`src/rtl/pipe_stage_chain_if.sv`:
```
// Handshake, control and observation bundle for pipe_stage_chain.
interface pipe_stage_chain_if #(
  parameter int unsigned WIDTH = 8,
  parameter int unsigned DEPTH = 4,
  parameter int unsigned CNT_W = $clog2(DEPTH + 1)
);
  logic                     in_valid;
  logic [WIDTH-1:0]         in_data;
  logic                     in_ready;
  logic                     out_valid;
  logic [WIDTH-1:0]         out_data;
  logic                     out_ready;
  logic                     stall;
  logic                     flush;
  logic [DEPTH-1:0]         flush_mask;
  logic [DEPTH-1:0]         stage_valid;
  logic [DEPTH*WIDTH-1:0]   stage_data;
  logic [CNT_W-1:0]         count;

  // Producer/consumer/control side
  modport master (
    output in_valid, in_data, out_ready, stall, flush, flush_mask,
    input  in_ready, out_valid, out_data, stage_valid, stage_data, count
  );

  // Pipeline side
  modport slave (
    input  in_valid, in_data, out_ready, stall, flush, flush_mask,
    output in_ready, out_valid, out_data, stage_valid, stage_data, count
  );
endinterface

```
`src/rtl/pipe_stage_chain.sv`:
```
// Elastic DEPTH-stage pipeline with bubble collapse, selective flush and occupancy count.
module pipe_stage_chain #(
  parameter int unsigned WIDTH = 8,
  parameter int unsigned DEPTH = 4,
  parameter int unsigned CNT_W = $clog2(DEPTH + 1)
) (
  input logic           clk,
  input logic           rst_n,
  pipe_stage_chain_if.slave bus
);

  logic [DEPTH-1:0]            valid_q, valid_nxt;
  logic [DEPTH-1:0][WIDTH-1:0] data_q, data_nxt;
  logic [CNT_W-1:0]            count_q, count_nxt;
  logic                        live_q;
  logic [DEPTH:0]              rdy;
  logic [DEPTH-1:0]            mv;
  logic                        go;
  logic                        in_ready_c;
  logic                        accept;

  // Ready ripple from the consumer back to the producer; an empty stage is always ready
  always_comb begin
    rdy        = '0;
    mv         = '0;
    rdy[DEPTH] = bus.out_ready;
    for (int k = int'(DEPTH) - 1; k >= 0; k--) begin
      mv[k]  = valid_q[k] & rdy[k+1];
      rdy[k] = ~valid_q[k] | mv[k];
    end
  end

  // Movement is allowed only once out of reset and with neither stall nor flush
  assign go         = live_q & ~bus.stall & ~bus.flush;
  assign in_ready_c = go & rdy[0];
  assign accept     = bus.in_valid & in_ready_c;

  // Next-state valid/data: flush kills masked stages, otherwise stages advance
  always_comb begin
    valid_nxt = valid_q;
    data_nxt  = data_q;
    count_nxt = '0;
    if (bus.flush) begin
      for (int k = 0; k < int'(DEPTH); k++) begin
        if (bus.flush_mask[k]) begin
          valid_nxt[k] = 1'b0;
          data_nxt[k]  = '0;
        end
      end
    end else if (go) begin
      if (accept) begin
        valid_nxt[0] = 1'b1;
        data_nxt[0]  = bus.in_data;
      end else if (mv[0]) begin
        valid_nxt[0] = 1'b0;
      end
      for (int k = 1; k < int'(DEPTH); k++) begin
        if (mv[k-1]) begin
          valid_nxt[k] = 1'b1;
          data_nxt[k]  = data_q[k-1];
        end else if (mv[k]) begin
          valid_nxt[k] = 1'b0;
        end
      end
    end
    for (int k = 0; k < int'(DEPTH); k++) begin
      count_nxt = count_nxt + CNT_W'(valid_nxt[k]);
    end
  end

  // State registers; live_q keeps in_ready low until the first edge after reset
  always_ff @(posedge clk or negedge rst_n) begin
    if (!rst_n) begin
      live_q  <= 1'b0;
      valid_q <= '0;
      data_q  <= '0;
      count_q <= '0;
    end else begin
      live_q  <= 1'b1;
      valid_q <= valid_nxt;
      data_q  <= data_nxt;
      count_q <= count_nxt;
    end
  end

  assign bus.in_ready    = in_ready_c;
  assign bus.out_valid   = go & valid_q[DEPTH-1];
  assign bus.out_data    = data_q[DEPTH-1];
  assign bus.stage_valid = valid_q;
  assign bus.stage_data  = data_q;
  assign bus.count       = count_q;

endmodule

```
`src/flat_wrapper.sv`:
```
// flat-port wrapper written by rule: the top's interface ports become plain ports
module pipe_stage_chain_flat 
#(
  parameter int unsigned WIDTH = 8,
  parameter int unsigned DEPTH = 4,
  parameter int unsigned CNT_W = $clog2(DEPTH + 1)
)
  (clk, rst_n, bus_in_valid, bus_in_data, bus_out_ready, bus_stall, bus_flush, bus_flush_mask, bus_in_ready, bus_out_valid, bus_out_data, bus_stage_valid, bus_stage_data, bus_count);
  pipe_stage_chain_if #(.WIDTH(WIDTH), .DEPTH(DEPTH), .CNT_W(CNT_W)) bus_i ();
  input logic clk;
  input logic rst_n;
  input wire logic [$bits(bus_i.in_valid)-1:0] bus_in_valid;
  input wire logic [$bits(bus_i.in_data)-1:0] bus_in_data;
  input wire logic [$bits(bus_i.out_ready)-1:0] bus_out_ready;
  input wire logic [$bits(bus_i.stall)-1:0] bus_stall;
  input wire logic [$bits(bus_i.flush)-1:0] bus_flush;
  input wire logic [$bits(bus_i.flush_mask)-1:0] bus_flush_mask;
  output wire logic [$bits(bus_i.in_ready)-1:0] bus_in_ready;
  output wire logic [$bits(bus_i.out_valid)-1:0] bus_out_valid;
  output wire logic [$bits(bus_i.out_data)-1:0] bus_out_data;
  output wire logic [$bits(bus_i.stage_valid)-1:0] bus_stage_valid;
  output wire logic [$bits(bus_i.stage_data)-1:0] bus_stage_data;
  output wire logic [$bits(bus_i.count)-1:0] bus_count;
  assign bus_i.in_valid = bus_in_valid;
  assign bus_i.in_data = bus_in_data;
  assign bus_i.out_ready = bus_out_ready;
  assign bus_i.stall = bus_stall;
  assign bus_i.flush = bus_flush;
  assign bus_i.flush_mask = bus_flush_mask;
  assign bus_in_ready = bus_i.in_ready;
  assign bus_out_valid = bus_i.out_valid;
  assign bus_out_data = bus_i.out_data;
  assign bus_stage_valid = bus_i.stage_valid;
  assign bus_stage_data = bus_i.stage_data;
  assign bus_count = bus_i.count;
  pipe_stage_chain #(.WIDTH(WIDTH), .DEPTH(DEPTH), .CNT_W(CNT_W)) u_core (.clk(clk), .rst_n(rst_n), .bus(bus_i));
endmodule
```
`config.mk`:
```
export PLATFORM = sky130hd
export DESIGN_NAME = pipe_stage_chain_flat
export DESIGN_NICKNAME = d
export VERILOG_FILES = /design/src/rtl/pipe_stage_chain_if.sv /design/src/rtl/pipe_stage_chain.sv /design/src/flat_wrapper.sv
export SDC_FILE = /design/constraint.sdc
export NUM_CORES = 1
export LEC_CHECK = 0
export CAP_MARGIN = 20
export CORE_AREA = 2 2 69 71
export DETAILED_ROUTE_END_ITERATION = 10
export DIE_AREA = 0 0 71 73
export GPL_ROUTABILITY_DRIVEN = 0
export PLACE_DENSITY = 0.78
export SKIP_LAST_GASP = 1
export SLEW_MARGIN = 5
export SYNTH_ARGS = -nofsm -noshare
export SYNTH_HDL_FRONTEND = slang
export SYNTH_SLANG_ARGS = --single-unit
```
`constraint.sdc`:
```
create_clock -name clk -period 2.5 [get_ports clk]
set_input_delay 0.5 -clock clk [delete_from_list [all_inputs] [get_ports clk]]
set_output_delay 0.5 -clock clk [all_outputs]
set_load 0.03 [all_outputs]
```
Yosys cells after proc, flatten, opt, wreduce, memory -nomap -nowiden
Index checks and enable logic that the tools add are counted.

Output and inout bits: 49. Register bits: 40.

Bitwise logic cells: 19. Mux-type cells: 24. Reduce and logical (&&, ||, !) cells: 9. Add/subtract/negate cells: 3. Equal/unequal tests: 4.

Operators by type and width (count): $mux 32 (2); $mux 8 (8); $mux 1 (12); $reduce_and 3->1 (4); $reduce_bool 2->1 (5); $and 1x1->1 (9); $mux 4 (2); $ne 2x1->1 const B (4); $add 3x1->3 (2); $not 1->1 (6); $or 1x1->1 (4); $add 1x1->2 (1).

Logic depth before layout (Yosys ltp)
Depth after elaboration: 16. Depth in mapped cells: 6.

Worst setup path before layout
Ideal clock, no wire load.

Path kind: input -> register. From: in bus_flush. To: reg u_core.count_q[1] (netlist: u_core.bus.count[1]). Data arrival time: 2.165 ns. Stages on the path: 6. Library setup time: 0.126 ns. Data required time: 2.374 ns. Path slack: 0.209 ns. Path through: or3b_1 > o21ai_0 > a22oi_1 > ha_1 > fa_1 > ha_1.

RTL lines: start: declaration (RTL line flat_wrapper.sv:16) `input wire logic [$bits(bus_i.flush)-1:0] bus_flush;`; $not 1->1 (RTL line pipe_stage_chain.sv:34) `assign go = live_q & ~bus.stall & ~bus.flush;`; $and 1x1->1 (RTL line pipe_stage_chain.sv:34); $mux 4 (RTL line pipe_stage_chain.sv:50) `end else if (go) begin`; $mux 4 (*) (RTL line pipe_stage_chain.sv:43) `if (bus.flush) begin`; net u_core.valid_nxt[1] (RTL line pipe_stage_chain.sv:12) `logic [DEPTH-1:0] valid_q, valid_nxt;`; $add 1x1->2 (*) (RTL line pipe_stage_chain.sv:67) `count_nxt = count_nxt + CNT_W'(valid_nxt[k]);`; $add 3x1->3 (*) (2 in a row) (RTL line pipe_stage_chain.sv:67); net u_core.count_nxt[1] (RTL line pipe_stage_chain.sv:14) `logic [CNT_W-1:0] count_q, count_nxt;`; end signal: assignment (RTL line pipe_stage_chain.sv:82) `count_q <= count_nxt;`; end: declaration (RTL line pipe_stage_chain.sv:14).

The timed path passes the listed nets; every way through them passes the cells marked *. A chain may end at the register's enable or synchronous reset.

Worst setup path after layout
Ends and elaborated chain as after synthesis.

==> impl_metrics.ini <==
[outcome]
status = complete, no violations

[sta]
fin_crit_ns = 2.41
finalHoldViolCount = 0
fin_worst_skew_ns = 0.00574
post-route-period-util = 0.962
rsz0062_at_grt = no
setup_violations = 0
drv_slew = 0
slew_headroom = 0.407
timing.hold.ws_ns = 0.334
tightest_slew_ns = 0.890
finalSetupTns_ns = 0
fmax_mhz = 416

[setup_path]
critPathMaxStageDelay_ns = 0.42
crit_chain = clkdlybuf4s50_1, or3b_1, o21ai_0, a22oi_1, ha_1, fa_1, ha_1
critPathBufInv = 1
reg2reg_depth = 6
crit_top_cell = ha_1
r2r_slack_ns = 0.32
cp_top_family = adder cells
crit_required_ns = 2.67
r2r_start = u_core.live_q
start_kind = input pin
slowest_stage = clkdlybuf4s50_1
worstPathArrival_ns = 2.58
end_kind = flop
crit_type = input pin to flop
r2r-end = u_core.bus.count[1]
crit_fanout = 2

[cells_and_area]
area_growth_syn_to_layout_pct = 44.1
num_antenna_cells = 0
final_cell_count_no_fill = 311
finalNetCount = 278
drive_above_1_share = 0.0856

[drt]
drt-total-wl_mm = 3.89
drt-initial-drc-count = 74
drc_errors = 0
viasPerCell = 4.61
drtAntennaViolNets = 0
wl_per_cell_um = 12.5
routed-via-count = 1434
first_pass_iters = 4

[global_route]
top_usage_layer = met2
met3_usage = 0.0470
antenna_found_initial = 0
grt_pass1_wl_mm = 6.32
grt_pass1_vias = 1345
grt_overflow_total = 0
grt_max_degree = 41
met2_usage = 0.270
use_met1 = 0.190
grt_usage = 0.157

[yosys]
syn_area_per_cell_um2 = 10.4
synth_nets = 206
syn_area_um2 = 1920
syn_inst = 185
yosysSeqAreaShare = 0.520
ys_seq_elements = 40
synthFlopType = dfrtp_1
synth_cell_type_count = 26
synthArstFlopShare = 1.00
synth_edf_count = 0
yosysWarnings = 0

[die]
pin_count = 67
fp.dieH_um = 73
die_w_um = 71
initial_utilization = 0.424
die_area_um2 = 5180
core_area_um2 = 4540
rows = 25

[clock_tree]
holdBufCountCts = 0
numCtsBuffers = 5
cts_max_level = 2
cts_resized = 0
clk_latency_ns = 0.29
cts_setup_buffers = 0
cts_tree = yes
clk_pin_slew_ns = 0.07
clock-sinks = 40
cts_root_buf = clkbuf_8
clock_path_buffers = 2

[hold_path]
hold_path.class = input pin to async pin

[placed_design]
dp_hpwl_mm = 3.00
dp_cells = 304
port_buffers = 66

[job]
cap_violations = 0

[power]
p_leak_uw = 0.00128
p_total_uw = 1590
powerDensity_nw_per_um2 = 573
ir_worst_vdd_v = 0.000380
## Yosys cell counts (2+ instances only)
library cell,instances,area [µm²]
a21oi_1,4,20.0
a22oi_1,2,15.0
buf_2,2,10.0
buf_4,8,60.1
dfrtp_1,40,1000
ha_1,2,25.0
inv_1,35,131
mux2i_1,32,320
nand2_1,37,139
nand2b_1,4,25.0
nand3b_1,3,22.5
o21ai_0,2,10.0
## metrics by stage
stage / worst slack [ns] / instance area (µm²) / util
2_1_floorplan: 0.209 / 1920 / -
3_3_place_gp: -0.169 / 2640 / 0.583
6_report: 0.0946 / 2770 / 0.611
4_1_cts: 0.0865 / 2770 / 0.611
5_1_grt: 0.0198 / 2770 / 0.611
3_5_place_dp: -0.217 / 2640 / 0.583
## report_power, final
group	total, µW	switching [µW]	internal, µW
clock network	612	219	393
registers	705	26.7	678
logic	271	152	119
total	1590	397	1190
## worst max path at each step
stage / slack [ns] / to / from / cells past startpoint
2_1_floorplan: 0.21 / u_core.bus.count[1] / bus_flush / 6
3_3_place_gp: -0.17 / u_core.bus.count[1] / bus_flush / 7
3_5_place_dp: -0.22 / u_core.bus.count[1] / bus_flush / 7
4_1_cts: 0.09 / u_core.bus.count[1] / bus_flush / 7
5_1_grt: 0.02 / u_core.bus.count[1] / bus_stall / 8
6_report: 0.09 / u_core.bus.count[1] / bus_flush / 7
## per-layer routing
metal / routed length, µm / up-vias
li1: - / 716
met1: 1690 / 668
met2: 1950 / 45
met3: 196 / 5
met4: 53 / 0
met5: 0 / -
## layout by cell type, fill, tap and decap left out, types with 2 or more instances in the layout
cell type,Yosys,layout
a21oi_1,4,4
a22oi_1,2,2
buf_4,8,12
bufinv_16,0,2
clkbuf_8,0,5
clkdlybuf4s50_1,0,63
dfrtp_1,40,40
ha_1,2,2
inv_1,35,35
mux2i_1,32,32
nand2_1,37,37
nand2b_1,4,4
nand3b_1,3,3
o21ai_0,2,2
## kinds of logic (layout without fill, tap and decap cells)
logic type                 after synthesis  after routing  share of synthesized area
other                                    1              1                    0.00195
and+or+nand+nor                         51             51                      0.124
buffers and inverters                   46            118                      0.107
muxes                                   32             32                      0.166
adders and majority gates                3              3                     0.0234
AOI/OAI and AO/OA                       12             12                     0.0579
DFF                                     40             40                      0.520
## area by class of cell
| type | instances | area, µm² |
|---|---|---|
| clock inverters | 2 | 60.1 |
| well taps | 54 | 67.6 |
| multi-input cells | 99 | 718 |
| flip-flops and latches | 40 | 1000 |
| inverters | 35 | 131 |
| repair buffers | 76 | 726 |
| fillers | 377 | 1760 |
| clock buffers | 5 | 68.8 |
## worst register-to-register path, cell delays in order (launching register included)
cell	delay (ns)
dfrtp_1	0.43
or3b_1	0.39
o21ai_0	0.17
a22oi_1	0.13
ha_1	0.32
fa_1	0.36
ha_1	0.27
## sequential cells by signal (all words and copies together) (netlist names)
name                    cells
u_core.bus.stage_data      24
u_core.live_q               1
u_core.bus.count            3
u_core.bus.out_data         8
u_core.bus.stage_valid      4
(Power assumes the default switching activity.)
